[config.mk]
export PLATFORM = sky130hd
export DESIGN_NAME = wb_commit_flat
export DESIGN_NICKNAME = d
export VERILOG_FILES = /design/src/rtl/wb_commit_if.sv /design/src/rtl/wb_commit.sv /design/src/flat_wrapper.sv
export SDC_FILE = /design/constraint.sdc
export NUM_CORES = 1
export LEC_CHECK = 0
export CAP_MARGIN = 20
export CELL_PAD_IN_SITES_DETAIL_PLACEMENT = 0
export CELL_PAD_IN_SITES_GLOBAL_PLACEMENT = 1
export CORE_MARGIN = 2
export CORE_UTILIZATION = 45
export CTS_CLUSTER_SIZE = 40
export DETAILED_ROUTE_END_ITERATION = 8
export GPL_ROUTABILITY_DRIVEN = 0
export GPL_TIMING_DRIVEN = 1
export PLACE_DENSITY_LB_ADDON = 0.1
export SYNTH_ARGS = -nofsm -noshare
export SYNTH_HDL_FRONTEND = slang
export SYNTH_SLANG_ARGS = --single-unit
export TNS_END_PERCENT = 10
[constraint.sdc]
create_clock -name clk -period 4.2 [get_ports clk]
set_input_delay 1.05 -clock clk [delete_from_list [all_inputs] [get_ports clk]]
set_output_delay 1.05 -clock clk [all_outputs]
set_load 0.01 [all_outputs]
[src/rtl/wb_commit_if.sv]
// wb_commit_if: groups the commit-stage bus of wb_commit.
// master = instruction pipeline side (drives run, write-back requests and
// read indices); slave = the commit block (drives phase, pc, read data,
// retired count and misalign flag).
interface wb_commit_if;
  logic        run;
  logic [3:0]  start;
  logic        reg_update;
  logic [31:0] reg_new;
  logic [3:0]  rd;
  logic        pc_update;
  logic [31:0] pc_new;
  logic [31:0] pc;
  logic [3:0]  ra_addr;
  logic [3:0]  rb_addr;
  logic [31:0] ra_data;
  logic [31:0] rb_data;
  logic [31:0] retired;
  logic        misalign;

  modport master (
    output run, reg_update, reg_new, rd, pc_update, pc_new, ra_addr, rb_addr,
    input  start, pc, ra_data, rb_data, retired, misalign
  );

  modport slave (
    input  run, reg_update, reg_new, rd, pc_update, pc_new, ra_addr, rb_addr,
    output start, pc, ra_data, rb_data, retired, misalign
  );
endinterface

[src/rtl/wb_commit.sv]
// wb_commit: four-phase sequencer with architectural commit stage.
// A one-hot phase ring (fetch/decode/execute/write) advances while run=1.
// On the write phase edge the instruction commits: optional register write
// (r0 hard-wired to zero), pc redirect or pc+4, retired count increment and
// a sticky misalign flag for unaligned redirect targets.
// Optional feature: define WB_COMMIT_BYPASS_EN to forward reg_new onto a
// read port whose address matches the register being committed.
module wb_commit (
  input  logic        clk,
  input  logic        rst,
  wb_commit_if.slave  bus
);

  logic [3:0]  r_start;
  logic [31:0] r_pc;
  logic [31:0] r_retired;
  logic        r_misalign;
  logic        w_commit;
  logic [31:0] w_rf [16];
  logic [31:0] w_ra_data;
  logic [31:0] w_rb_data;

  // Commit happens only on the write phase while running; rst overrides
  // every register below, so a commit coinciding with reset is dropped.
  assign w_commit = bus.run & r_start[3];

  // Phase ring: rotate left while running, hold when stalled.
  always_ff @(posedge clk) begin
    if (rst) begin
      r_start <= 4'b0001;
    end else if (bus.run) begin
      r_start <= {r_start[2:0], r_start[3]};
    end
  end

  // Program counter: redirect (word-aligned) or sequential advance on commit.
  always_ff @(posedge clk) begin
    if (rst) begin
      r_pc <= '0;
    end else if (w_commit) begin
      if (bus.pc_update) begin
        r_pc <= {bus.pc_new[31:2], 2'b00};
      end else begin
        r_pc <= r_pc + 32'd4;
      end
    end
  end

  // Sticky flag: any committed redirect with low address bits set.
  always_ff @(posedge clk) begin
    if (rst) begin
      r_misalign <= 1'b0;
    end else if (w_commit && bus.pc_update && (bus.pc_new[1:0] != 2'b00)) begin
      r_misalign <= 1'b1;
    end
  end

  // Retired-instruction counter, free-running modulo 2^32.
  always_ff @(posedge clk) begin
    if (rst) begin
      r_retired <= '0;
    end else if (w_commit) begin
      r_retired <= r_retired + 32'd1;
    end
  end

  // Register file: r0 is a constant zero, r1..r15 are individual registers
  // so every entry can be cleared by reset.
  assign w_rf[0] = '0;

  genvar gi;
  generate
    for (gi = 1; gi < 16; gi++) begin : g_rf
      logic [31:0] r_val;

      // Capture reg_new when this register is the committed destination.
      always_ff @(posedge clk) begin
        if (rst) begin
          r_val <= '0;
        end else if (w_commit && bus.reg_update && (bus.rd == 4'(gi))) begin
          r_val <= bus.reg_new;
        end
      end

      assign w_rf[gi] = r_val;
    end
  endgenerate

  // Combinational read ports, optionally forwarding the in-flight write.
  always_comb begin
    w_ra_data = w_rf[bus.ra_addr];
    w_rb_data = w_rf[bus.rb_addr];
`ifdef WB_COMMIT_BYPASS_EN
    if (bus.run && r_start[3] && bus.reg_update && (bus.rd != 4'd0)) begin
      if (bus.ra_addr == bus.rd) w_ra_data = bus.reg_new;
      if (bus.rb_addr == bus.rd) w_rb_data = bus.reg_new;
    end
`endif
  end

  assign bus.start    = r_start;
  assign bus.pc       = r_pc;
  assign bus.retired  = r_retired;
  assign bus.misalign = r_misalign;
  assign bus.ra_data  = w_ra_data;
  assign bus.rb_data  = w_rb_data;

endmodule

[src/flat_wrapper.sv]
// flat-port wrapper written by rule: the top's interface ports become plain ports
module wb_commit_flat 
  (clk, rst, bus_run, bus_reg_update, bus_reg_new, bus_rd, bus_pc_update, bus_pc_new, bus_ra_addr, bus_rb_addr, bus_start, bus_pc, bus_ra_data, bus_rb_data, bus_retired, bus_misalign);
  wb_commit_if bus_i ();
  input  logic clk;
  input  logic rst;
  input wire logic [$bits(bus_i.run)-1:0] bus_run;
  input wire logic [$bits(bus_i.reg_update)-1:0] bus_reg_update;
  input wire logic [$bits(bus_i.reg_new)-1:0] bus_reg_new;
  input wire logic [$bits(bus_i.rd)-1:0] bus_rd;
  input wire logic [$bits(bus_i.pc_update)-1:0] bus_pc_update;
  input wire logic [$bits(bus_i.pc_new)-1:0] bus_pc_new;
  input wire logic [$bits(bus_i.ra_addr)-1:0] bus_ra_addr;
  input wire logic [$bits(bus_i.rb_addr)-1:0] bus_rb_addr;
  output wire logic [$bits(bus_i.start)-1:0] bus_start;
  output wire logic [$bits(bus_i.pc)-1:0] bus_pc;
  output wire logic [$bits(bus_i.ra_data)-1:0] bus_ra_data;
  output wire logic [$bits(bus_i.rb_data)-1:0] bus_rb_data;
  output wire logic [$bits(bus_i.retired)-1:0] bus_retired;
  output wire logic [$bits(bus_i.misalign)-1:0] bus_misalign;
  assign bus_i.run = bus_run;
  assign bus_i.reg_update = bus_reg_update;
  assign bus_i.reg_new = bus_reg_new;
  assign bus_i.rd = bus_rd;
  assign bus_i.pc_update = bus_pc_update;
  assign bus_i.pc_new = bus_pc_new;
  assign bus_i.ra_addr = bus_ra_addr;
  assign bus_i.rb_addr = bus_rb_addr;
  assign bus_start = bus_i.start;
  assign bus_pc = bus_i.pc;
  assign bus_ra_data = bus_i.ra_data;
  assign bus_rb_data = bus_i.rb_data;
  assign bus_retired = bus_i.retired;
  assign bus_misalign = bus_i.misalign;
  wb_commit u_core (.clk(clk), .rst(rst), .bus(bus_i));
endmodule
==> results.yml <==
floorplanning:
  coreArea_mm2: 0.0606
  start_util: 0.456
  dieArea_mm2: 0.0634
  die_x_um: 252
  die_y_um: 252
  io_pins: 214
  rows: 90
hold_path:
  hold_class: "register to register"
  whs_endpoint: "u_core.bus.misalign"
  holdPathStages: 2
  hold_start: "u_core.bus.misalign"
synth:
  synthSimpleGateAreaFrac: 0.179
  ys_seq_area_frac: 0.396
  syn_inst: 3076
  yosysUniqueCellTypes: 58
  synth_async_sr_flop_share: 0
  yosysMostFrequentCell: "nand2_1"
  synth_edf_count: 0
  ys_top_cells_by_count: "nand2_1 (1014), dfxtp_1 (547), a21oi_1 (502)"
  ys_top_cells_by_area: "dfxtp_1 (40%), mux4_2 (21%), nand2_1 (14%)"
  synthAdderAreaFrac: 0.000905
  ys_ff_latch: 547
  avgSynthCellArea_um2: 8.98
  synth_area_mm2: 0.0276
  synth_compound_area_frac: 0.130
  synthFlopType: "dfxtp_1"
  yosysTopAreaCell: "dfxtp_1"
  synth_top_family_by_area: "multiplexers"
  synth_top_area_frac: 0.396
  synth_mux_area_frac: 0.237
  ys_warn_count: 0
  synth_xor_area_frac: 0.00887
clocking:
  root_buffer: "clkbuf_16"
  cts_max_level: 2
  holdBufCountCts: 0
  path_clk_slew_ns: 0.06
  cts.sinks: 547
  cts_buffers: 60
  cts.path.max_buffers: 3
  post_cts_buffers: 0
  cts_tree: "done"
  clock_latency_ns: 0.63
placement:
  dpl.hpwl_um: 63400
  place_inst: 3900
  post-place-ws_ns: -0.163
  port_buffers: 211
worst_setup_path:
  startpoint: "bus_rb_addr[0]"
  cp.arrival_ns: 3.27
  critical-path-max-stage-delay_ns: 0.92
  path_delay_family: "simple AND/OR/NAND/NOR gates"
  crit_chain: "clkbuf_16, nor2b_4, a22o_1, mux4_2, clkdlybuf4s50_1"
  reg2reg_slack_ns: 1.67
  cp-start-kind: "primary input"
  worstPathRequired_ns: 3.15
  r2r_end: "u_core.g_rf[13].r_val[30]"
  rr_startpoint: "u_core.bus.start[3]"
  worst-setup-path-type: "primary input to output port"
  cp_max_fo: 26
  crit_path_top_delay_cell: "nor2b_4"
  critPathBufInv: 2
  reg2reg_depth: 6
  cp-end-kind: "output port"
drt:
  final_antenna_net_count: 0
  vias_per_cell: 6.14
  drtPass1Iterations: 5
  drt_iter0_markers: 2717
  via_count: 24600
  drc: 0
  wl_per_cell_um: 25.0
  drt-total-wl_um: 101000
power_and_ir_drop:
  cellPowerDensity_mw_per_mm2: 360
  total_power_mw: 12.0
  p_leak_nw: 10.9
  max-vdd-ir-drop_mv: 0.368
sta:
  min_period_ns: 4.32
  slew_violations: 0
  slew_headroom: 0.215
  hold_viol_final: 0
  rsz0062_at_grt: "true"
  worstMarginPinSlew_ns: 1.18
  max_freq_ghz: 0.231
  finalSetupViolCount: 16
  fin_ws_ns: -0.125
  finalCritPeriodShare: 1.03
  clock_skew_ns: 0.00732
  final.setup.tns_ns: -0.941
global_routing:
  track_usage: 0.311
  grt_remaining_overflow: 0
  grt_max_degree: 171
  grt_first_pass_wirelength_um: 150000
  grt_pass1_vias: 23500
  antenna_found_initial: 3
layout:
  num-nets-final: 3264
  drive_gt1_frac: 0.188
  final_cells: 4013
  synthToLayoutAreaGrowth_pct: 20.1
status:
  failed_checks: "setup timing"
  outcome: "finished with violations"
flow_run:
  cap_violations: 0
==> area by class of cell <==
cell class,count,area (µm²)
fill,5469,27400
sequential,547,11000
inverter,15,56.3
timing repair buffer,339,3450
multi-input combinational,2218,15500
antenna,3,7.51
clock buffer,72,1660
clock inverter,37,588
tap,782,978
==> where the power goes <==
group | switching [mW] | internal, mW | total (mW)
clock network | 2.32 | 3.72 | 6.04
registers | 0.00800 | 5.19 | 5.20
logic | 0.450 | 0.271 | 0.722
==> registers in the layout, summed over array words and instances (netlist names) <==
register,cells
u_core.bus.pc,30
u_core.g_rf.r_val,480
u_core.bus.misalign,1
u_core.bus.retired,32
u_core.bus.start,4
==> logic make-up (layout without fill, tap and decap cells) <==
kind of cell	after synthesis	after routing
fa+ha+maj	2	2
simple gates	1221	1222
compound gates	639	639
xor+xnor	28	28
buf+inv	313	463
mux	325	325
flops	547	547
other cells	1	5
==> cells in the final DEF (no fill, tap or decap), drive strengths merged, types with 33 or more instances in the layout <==
cell type      instances
nand3                 33
nand2               1014
nor2                  57
dfxtp                547
mux2                  64
a22o                  66
mux4                 256
a21oi                502
clkbuf                73
clkdlybuf4s50        186
buf                  137
==> tightest hold or removal path, delay by kind of cell, from the launching register on <==
family	cells	cell delay, ns
flops	1	0.31
buf+inv	1	0.05
compound gates	1	0.05
==> layer usage <==
metal | vias to the layer above | share of wire | global-route usage
li1 | 11100 | - | -
met1 | 12200 | 0.40 | 0.416
met2 | 1151 | 0.48 | 0.507
met3 | 225 | 0.085 | 0.0517
met4 | 2 | 0.036 | 0.117
met5 | - | 0.00013 | 0
==> per-stage QoR <==
step	cell area, µm²	util	hold WS (ns)
final	33200	0.548	0.461
after global routing	33200	0.548	0.482
after CTS	33200	0.547	0.464
after detailed placement	30900	0.510	0.455
after global placement	30900	0.510	0.435
after floorplan	27600	-	0.442
==> worst max path at each step <==
stage | slack [ns] | cells after the start | end
2_1_floorplan | 0.46 | 5 | bus_ra_data[0]
3_3_place_gp | -0.14 | 5 | bus_ra_data[28]
3_5_place_dp | -0.16 | 5 | bus_ra_data[28]
4_1_cts | -0.04 | 5 | bus_rb_data[11]
5_1_grt | -0.14 | 5 | bus_rb_data[17]
6_report | -0.12 | 5 | bus_rb_data[11]
==> repair_timing <==
action,in CTS,in global routing
pin swaps,11,5
cloned,1,0
endpoints found under the setup margin,53,26
resized for setup,12,8
No activity file was read; power rests on OpenSTA's default activity.
